===== src/rtl/if_fetch.sv =====
// Instruction-fetch stage: owns the PC, issues MMU lookups and instruction-bus reads,
// and presents one instruction per cycle to the IF/ID register.
module if_fetch #(
    parameter logic [31:0] PC_RESET_ADDR = 32'hBFC0_0000,
    parameter int          ADDR_W        = 32
) (
    input  logic              clk,
    input  logic              rst,
    input  logic [5:0]        stall,
    input  logic              flush,
    input  logic [ADDR_W-1:0] flush_pc,
    input  logic              branch_flag,
    input  logic [ADDR_W-1:0] branch_target,
    output logic [ADDR_W-1:0] inst_addr_v,
    input  logic [ADDR_W-1:0] inst_addr_p,
    input  logic              tlb_miss,
    input  logic              tlb_valid,
    output logic              ibus_req,
    output logic [ADDR_W-1:0] ibus_addr,
    input  logic              ibus_ready,
    input  logic [ADDR_W-1:0] ibus_rdata,
    output logic [ADDR_W-1:0] if_pc,
    output logic [ADDR_W-1:0] if_inst_addr_v,
    output logic [ADDR_W-1:0] if_inst,
    output logic              if_miss,
    output logic              if_valid,
    output logic              stall_req
);

    typedef enum logic [1:0] {
        FETCH = 2'd0,
        HOLD  = 2'd1,
        DRAIN = 2'd2
    } state_t;

    state_t            state_q, state_d;
    logic [ADDR_W-1:0] pc_q, pc_d;
    logic [ADDR_W-1:0] inst_buf_q, inst_buf_d;
    logic              br_pend_q, br_pend_d;
    logic [ADDR_W-1:0] br_tgt_q, br_tgt_d;
    logic [ADDR_W-1:0] pc_pend_q, pc_pend_d;

    logic              req;
    logic              advance;
    logic              trans_ok;
    logic [ADDR_W-1:0] next_pc;
    logic              unused_stall;

    // Only stall[0] concerns IF; the other pipeline stall bits are ignored here.
    assign unused_stall = ^stall[5:1];

    assign trans_ok = ~tlb_miss & tlb_valid;

    // A branch seen while the PC was frozen takes priority over one arriving now.
    assign next_pc = br_pend_q   ? br_tgt_q      :
                     branch_flag ? branch_target :
                                   pc_q + ADDR_W'(4);

    // NOTE: every variable written below gets a default first, so no path leaves one
    // unassigned and no latch is inferred.
    always_comb begin
        state_d    = state_q;
        pc_d       = pc_q;
        inst_buf_d = inst_buf_q;
        br_pend_d  = br_pend_q;
        br_tgt_d   = br_tgt_q;
        pc_pend_d  = pc_pend_q;
        req        = 1'b0;
        advance    = 1'b0;
        if_inst    = '0;
        if_miss    = tlb_miss;
        if_valid   = tlb_valid;
        stall_req  = 1'b0;

        case (state_q)
            FETCH: begin
                if (!trans_ok) begin
                    // Faulting fetch flows down as a bubble carrying the MMU flags.
                    advance = ~stall[0];
                end else begin
                    req = 1'b1;
                    if (ibus_ready) begin
                        if (!stall[0]) begin
                            if_inst = ibus_rdata;
                            advance = 1'b1;
                        end else begin
                            inst_buf_d = ibus_rdata;
                            state_d    = HOLD;
                        end
                    end else begin
                        stall_req = 1'b1;
                    end
                end
            end
            HOLD: begin
                if_inst = inst_buf_q;
                if (!stall[0]) begin
                    advance = 1'b1;
                    state_d = FETCH;
                end
            end
            DRAIN: begin
                // Flushed read still owns the bus; wait it out and discard the data.
                req       = 1'b1;
                if_miss   = 1'b0;
                if_valid  = 1'b1;
                stall_req = 1'b1;
                if (ibus_ready) begin
                    pc_d    = pc_pend_q;
                    state_d = FETCH;
                end
            end
            default: state_d = FETCH;
        endcase

        if (advance) begin
            pc_d      = next_pc;
            br_pend_d = 1'b0;
        end else if (branch_flag) begin
            br_pend_d = 1'b1;
            br_tgt_d  = branch_target;
        end

        if (flush) begin
            br_pend_d = 1'b0;
            if (req && !ibus_ready) begin
                state_d   = DRAIN;
                pc_pend_d = flush_pc;
                pc_d      = pc_q;
            end else begin
                pc_d    = flush_pc;
                state_d = FETCH;
            end
        end
    end

    // NOTE: sequential state uses non-blocking assignments so every register samples
    // the pre-edge values regardless of statement order.
    always_ff @(posedge clk or posedge rst) begin
        if (rst) begin
            state_q    <= FETCH;
            pc_q       <= PC_RESET_ADDR;
            inst_buf_q <= '0;
            br_pend_q  <= 1'b0;
            br_tgt_q   <= '0;
            pc_pend_q  <= '0;
        end else begin
            state_q    <= state_d;
            pc_q       <= pc_d;
            inst_buf_q <= inst_buf_d;
            br_pend_q  <= br_pend_d;
            br_tgt_q   <= br_tgt_d;
            pc_pend_q  <= pc_pend_d;
        end
    end

    // Request is gated by reset so a transfer in flight is dropped immediately.
    assign ibus_req       = req & ~rst;
    assign ibus_addr      = inst_addr_p;
    assign inst_addr_v    = pc_q;
    assign if_pc          = pc_q;
    assign if_inst_addr_v = pc_q;

endmodule


===== config.mk =====
export PLATFORM = sky130hd
export DESIGN_NAME = if_fetch
export DESIGN_NICKNAME = d
export VERILOG_FILES = /design/src/rtl/if_fetch.sv
export SDC_FILE = /design/constraint.sdc
export NUM_CORES = 1
export LEC_CHECK = 0
export ABC_AREA = 1
export CORE_MARGIN = 5
export CORE_UTILIZATION = 49
export DETAILED_ROUTE_END_ITERATION = 8
export PLACE_DENSITY = 0.88
export SYNTH_ARGS = -nofsm -noshare
export SYNTH_HDL_FRONTEND = slang
export SYNTH_SLANG_ARGS = --single-unit

===== constraint.sdc =====
create_clock -name clk -period 7.9 [get_ports clk]
set_input_delay 1.58 -clock clk [delete_from_list [all_inputs] [get_ports clk]]
set_output_delay 1.58 -clock clk [all_outputs]
set_load 0.02 [all_outputs]

==> results_dict.tcl <==
set metrics [dict create \
    start_util_pct 49.52 \
    area_growth_pct 29.15 \
    cpMaxStageDelayCell "sky130_fd_sc_hd__clkdlybuf4s50_1" \
    place.gp.congestion 0.8844 \
    cts.reportedPaths.clkPinSlew_ns 0.06 \
    drive_above_1_share_pct 8.170 \
    cts_tree "built" \
    top_cell_type_s_share_of_synthesized_area_pct 37.57 \
    syn_inst 1102 \
    postSynthRegisterBits 131 \
    final.setup_skew_ns 0.009345 \
    place.port_buffers 235 \
    p_leak_nw 4.715 \
    slew_violations 0 \
    synth_nets 1244 \
    hpwlAfterDp_um 16950 \
    timing.final.hold_violations 0 \
    critPathMaxFanout 31 \
    criticalPathCategory "input port to output port" \
    rows 47 \
    max-slew-margin-rel_pct 15.77 \
    critPathMaxStageDelay_ns 0.69 \
    number_of_enable_flip_flop_cells_after_synthesis 0 \
    period_needed_ns 5.891 \
    tritoncts.num_buffers 17 \
    core_area_um2 16410 \
    max_clock_freq_mhz 169.7 \
    io_pins 305 \
    postRouteWirelength_um 24260 \
    max_cap_violations 0 \
    routed_via_density 5.449 \
    cp.arrival_ns 4.31 \
    synth_area_leader_cell "sky130_fd_sc_hd__dfrtp_1" \
    unrepaired_setup_endpoints_after_global_routing "false" \
    cts_hold_repair.buffers 0 \
    drtAntennaViolNets 0 \
    drt_pass1_iterations 7 \
    worst-slew-pin-transition_ns 1.262 \
    clock-sinks 131 \
    cts.root.buffer_cell "sky130_fd_sc_hd__clkbuf_16" \
    dominantRegCellSynth "sky130_fd_sc_hd__dfrtp_1" \
    crit_buf_inv 4 \
    critPathTopFamily "buffers and inverters" \
    clk_path_buf_depth 2 \
    min-delay-path-class "flip-flop to flip-flop" \
    dr_total_vias 7868 \
    setup_viol_count_final 0 \
    cts-htree-levels 4 \
    tns_ns 0 \
    total_gr_overflow 0 \
    cell_area_after_placement_um2 9848 \
    power_per_cell_area_nw_per_um2 242.6 \
    layout_worst_path_cycle_share_pct 74.57 \
    synth.distinct_cells 37 \
    synth_seq_area_share_pct 40.48 \
    critical_path_required_ns 6.32 \
    status "complete, no violations" \
    die-width_um 138.8 \
    nets 1353 \
    wl_per_cell_um 16.80 \
    layout.core_utilization_pct 63.96 \
    total_die_area_um2 19260 \
    wire_length_of_the_first_global_routing_pass_um 39420 \
    post-route-cell-area_um2 10490 \
    total_grt_usage_pct 24.71 \
    cts_setup_buffers 0 \
    drt-initial-drc-count 583 \
    synth_area_um2 8125 \
    yosys_warnings 0 \
    grt_max_degree 77 \
    worstSetupEndpointType "output port" \
    synth.avg_cell_area_um2 7.373 \
    cts_resized 0 \
    clock_insertion_delay_worst_skew_ns 0.42 \
    first_global_vias 7789 \
    vdd.ir_drop.worst_mv 0.1702 \
    post_synth_main_area_contributors "sky130_fd_sc_hd__dfrtp_1 38%, sky130_fd_sc_hd__nand2_1 11%, sky130_fd_sc_hd__buf_4 8.9%, sky130_fd_sc_hd__o21ai_0 7.4%, sky130_fd_sc_hd__nor2_1 6.4%" \
    worst_setup_path_start_kind "input port" \
    diodes 0 \
    antenna_found_initial 0 \
    cp_cell_sequence "clkdlybuf4s50_1, inv_1, nor2_1, nand2_1, inv_1, nand2_1, o21ai_0, clkdlybuf4s50_1" \
    route.detailed.drc 0 \
    synth-async-reset-ratio_pct 100.0 \
    fp.dieH_um 138.8 \
]
## layout by cell type, fill, tap and decap left out, types with 4 or more instances in the layout
cell type and n:
sky130_fd_sc_hd__mux2_2 36, sky130_fd_sc_hd__a21oi_1 50, sky130_fd_sc_hd__dfrtp_1 122, sky130_fd_sc_hd__xnor2_1 4, sky130_fd_sc_hd__nand2_1 241, sky130_fd_sc_hd__o22ai_1 9
sky130_fd_sc_hd__clkdlybuf4s50_1 235, sky130_fd_sc_hd__o21ai_0 120, sky130_fd_sc_hd__dfstp_2 9, sky130_fd_sc_hd__inv_1 87, sky130_fd_sc_hd__bufinv_16 4, sky130_fd_sc_hd__o21bai_1 6
sky130_fd_sc_hd__inv_2 5, sky130_fd_sc_hd__clkbuf_16 17, sky130_fd_sc_hd__xor2_1 4, sky130_fd_sc_hd__nor2_1 138, sky130_fd_sc_hd__nand3_1 94, sky130_fd_sc_hd__buf_4 6
## worst paths after layout
| path | slack, ns | endpoint | cells past startpoint | startpoint |
|---|---|---|---|---|
| worst min register to register | 0.48 | pc_pend_q[11] | 2 | pc_pend_q[11] |
| min in group asynchronous | 1.65 | inst_buf_q[12] | 2 | rst |
| max in group asynchronous | 4.78 | br_tgt_q[12] | 3 | rst |
| worst min-delay path | 0.48 | pc_pend_q[11] | 2 | pc_pend_q[11] |
| worst max register to register | 4.96 | br_tgt_q[6] | 7 | state_q[0] |
| worst max-delay path | 2.01 | if_inst[29] | 8 | tlb_valid |
## flip-flops by register name, indices dropped and copies added (netlist names)
register        cells
if_inst_addr_v     32
br_pend_q           1
br_tgt_q           32
inst_buf_q         32
state_q             2
pc_pend_q          32
## synthesized netlist by cell type, types with 5 or more instances
| library cell | n |
|---|---|
| sky130_fd_sc_hd__inv_2 | 5 |
| sky130_fd_sc_hd__nor2_1 | 138 |
| sky130_fd_sc_hd__o21bai_1 | 6 |
| sky130_fd_sc_hd__o21ai_0 | 120 |
| sky130_fd_sc_hd__inv_1 | 88 |
| sky130_fd_sc_hd__a21oi_1 | 50 |
| sky130_fd_sc_hd__dfrtp_1 | 122 |
| sky130_fd_sc_hd__buf_4 | 96 |
| sky130_fd_sc_hd__nand2_1 | 241 |
| sky130_fd_sc_hd__dfstp_2 | 9 |
| sky130_fd_sc_hd__mux2_2 | 36 |
| sky130_fd_sc_hd__buf_1 | 6 |
| sky130_fd_sc_hd__buf_2 | 19 |
| sky130_fd_sc_hd__clkbuf_1 | 28 |
| sky130_fd_sc_hd__o22ai_1 | 9 |
| sky130_fd_sc_hd__nand3_1 | 95 |
## per-layer routing
metal	global-route usage, %	wire [µm]	part of all wire, %	vias up
li1	-	-	-	3668
met1	29.82	9307	38	3689
met2	40.73	11510	47	444
met3	8.897	2641	11	67
met4	9.217	802	3.3	0
met5	0	0	0	-
## worst min-delay path: cells and delay by family, from the launching register on
kind            cells  cell delay, ns
compound gates      1            0.05
simple gates        1            0.05
flops               1            0.34
## cells by family (layout without fill, tap and decap cells)
logic type	count (synthesis)	in the layout	synth area share, %
buffers and inverters	244	366	16.18
XOR/XNOR	8	8	0.8622
multiplexers	37	37	5.112
flip-flops	131	131	40.48
AND/OR/NAND/NOR	485	485	24.33
adder cells (fa/ha/maj)	1	1	0.1540
AO/OA/AOI/OAI	196	196	12.87
## layout make-up
type | count | area, µm²
multi-input cells | 727 | 3535
repair buffers | 241 | 2397
clock buffers | 20 | 466.7
fillers | 1320 | 5913
flip-flops and latches | 131 | 3289
well taps | 220 | 275.3
inverters | 93 | 351.6
clock inverters | 12 | 178.9
## power breakdown
part           internal, mW  leakage (nW)  switching (mW)  total, mW
clock                 0.554         0.308           0.308      0.862
combinational         0.343          2.82           0.390      0.733
sequential            0.813          1.58           0.138      0.951
## through the flow
stage	hold slack, ns	power [mW]	instances	worst slack, ns
3_3_place_gp	0.4665	1.654	1412	2.078
6_report	0.4842	2.546	1444	2.009
3_5_place_dp	0.4739	1.685	1412	2.063
4_1_cts	0.4881	2.547	1444	2.014
2_1_floorplan	0.4533	1.435	1102	2.837
5_1_grt	0.4995	2.662	1444	1.775
Note: power is estimated with default switching activity, not from simulation.
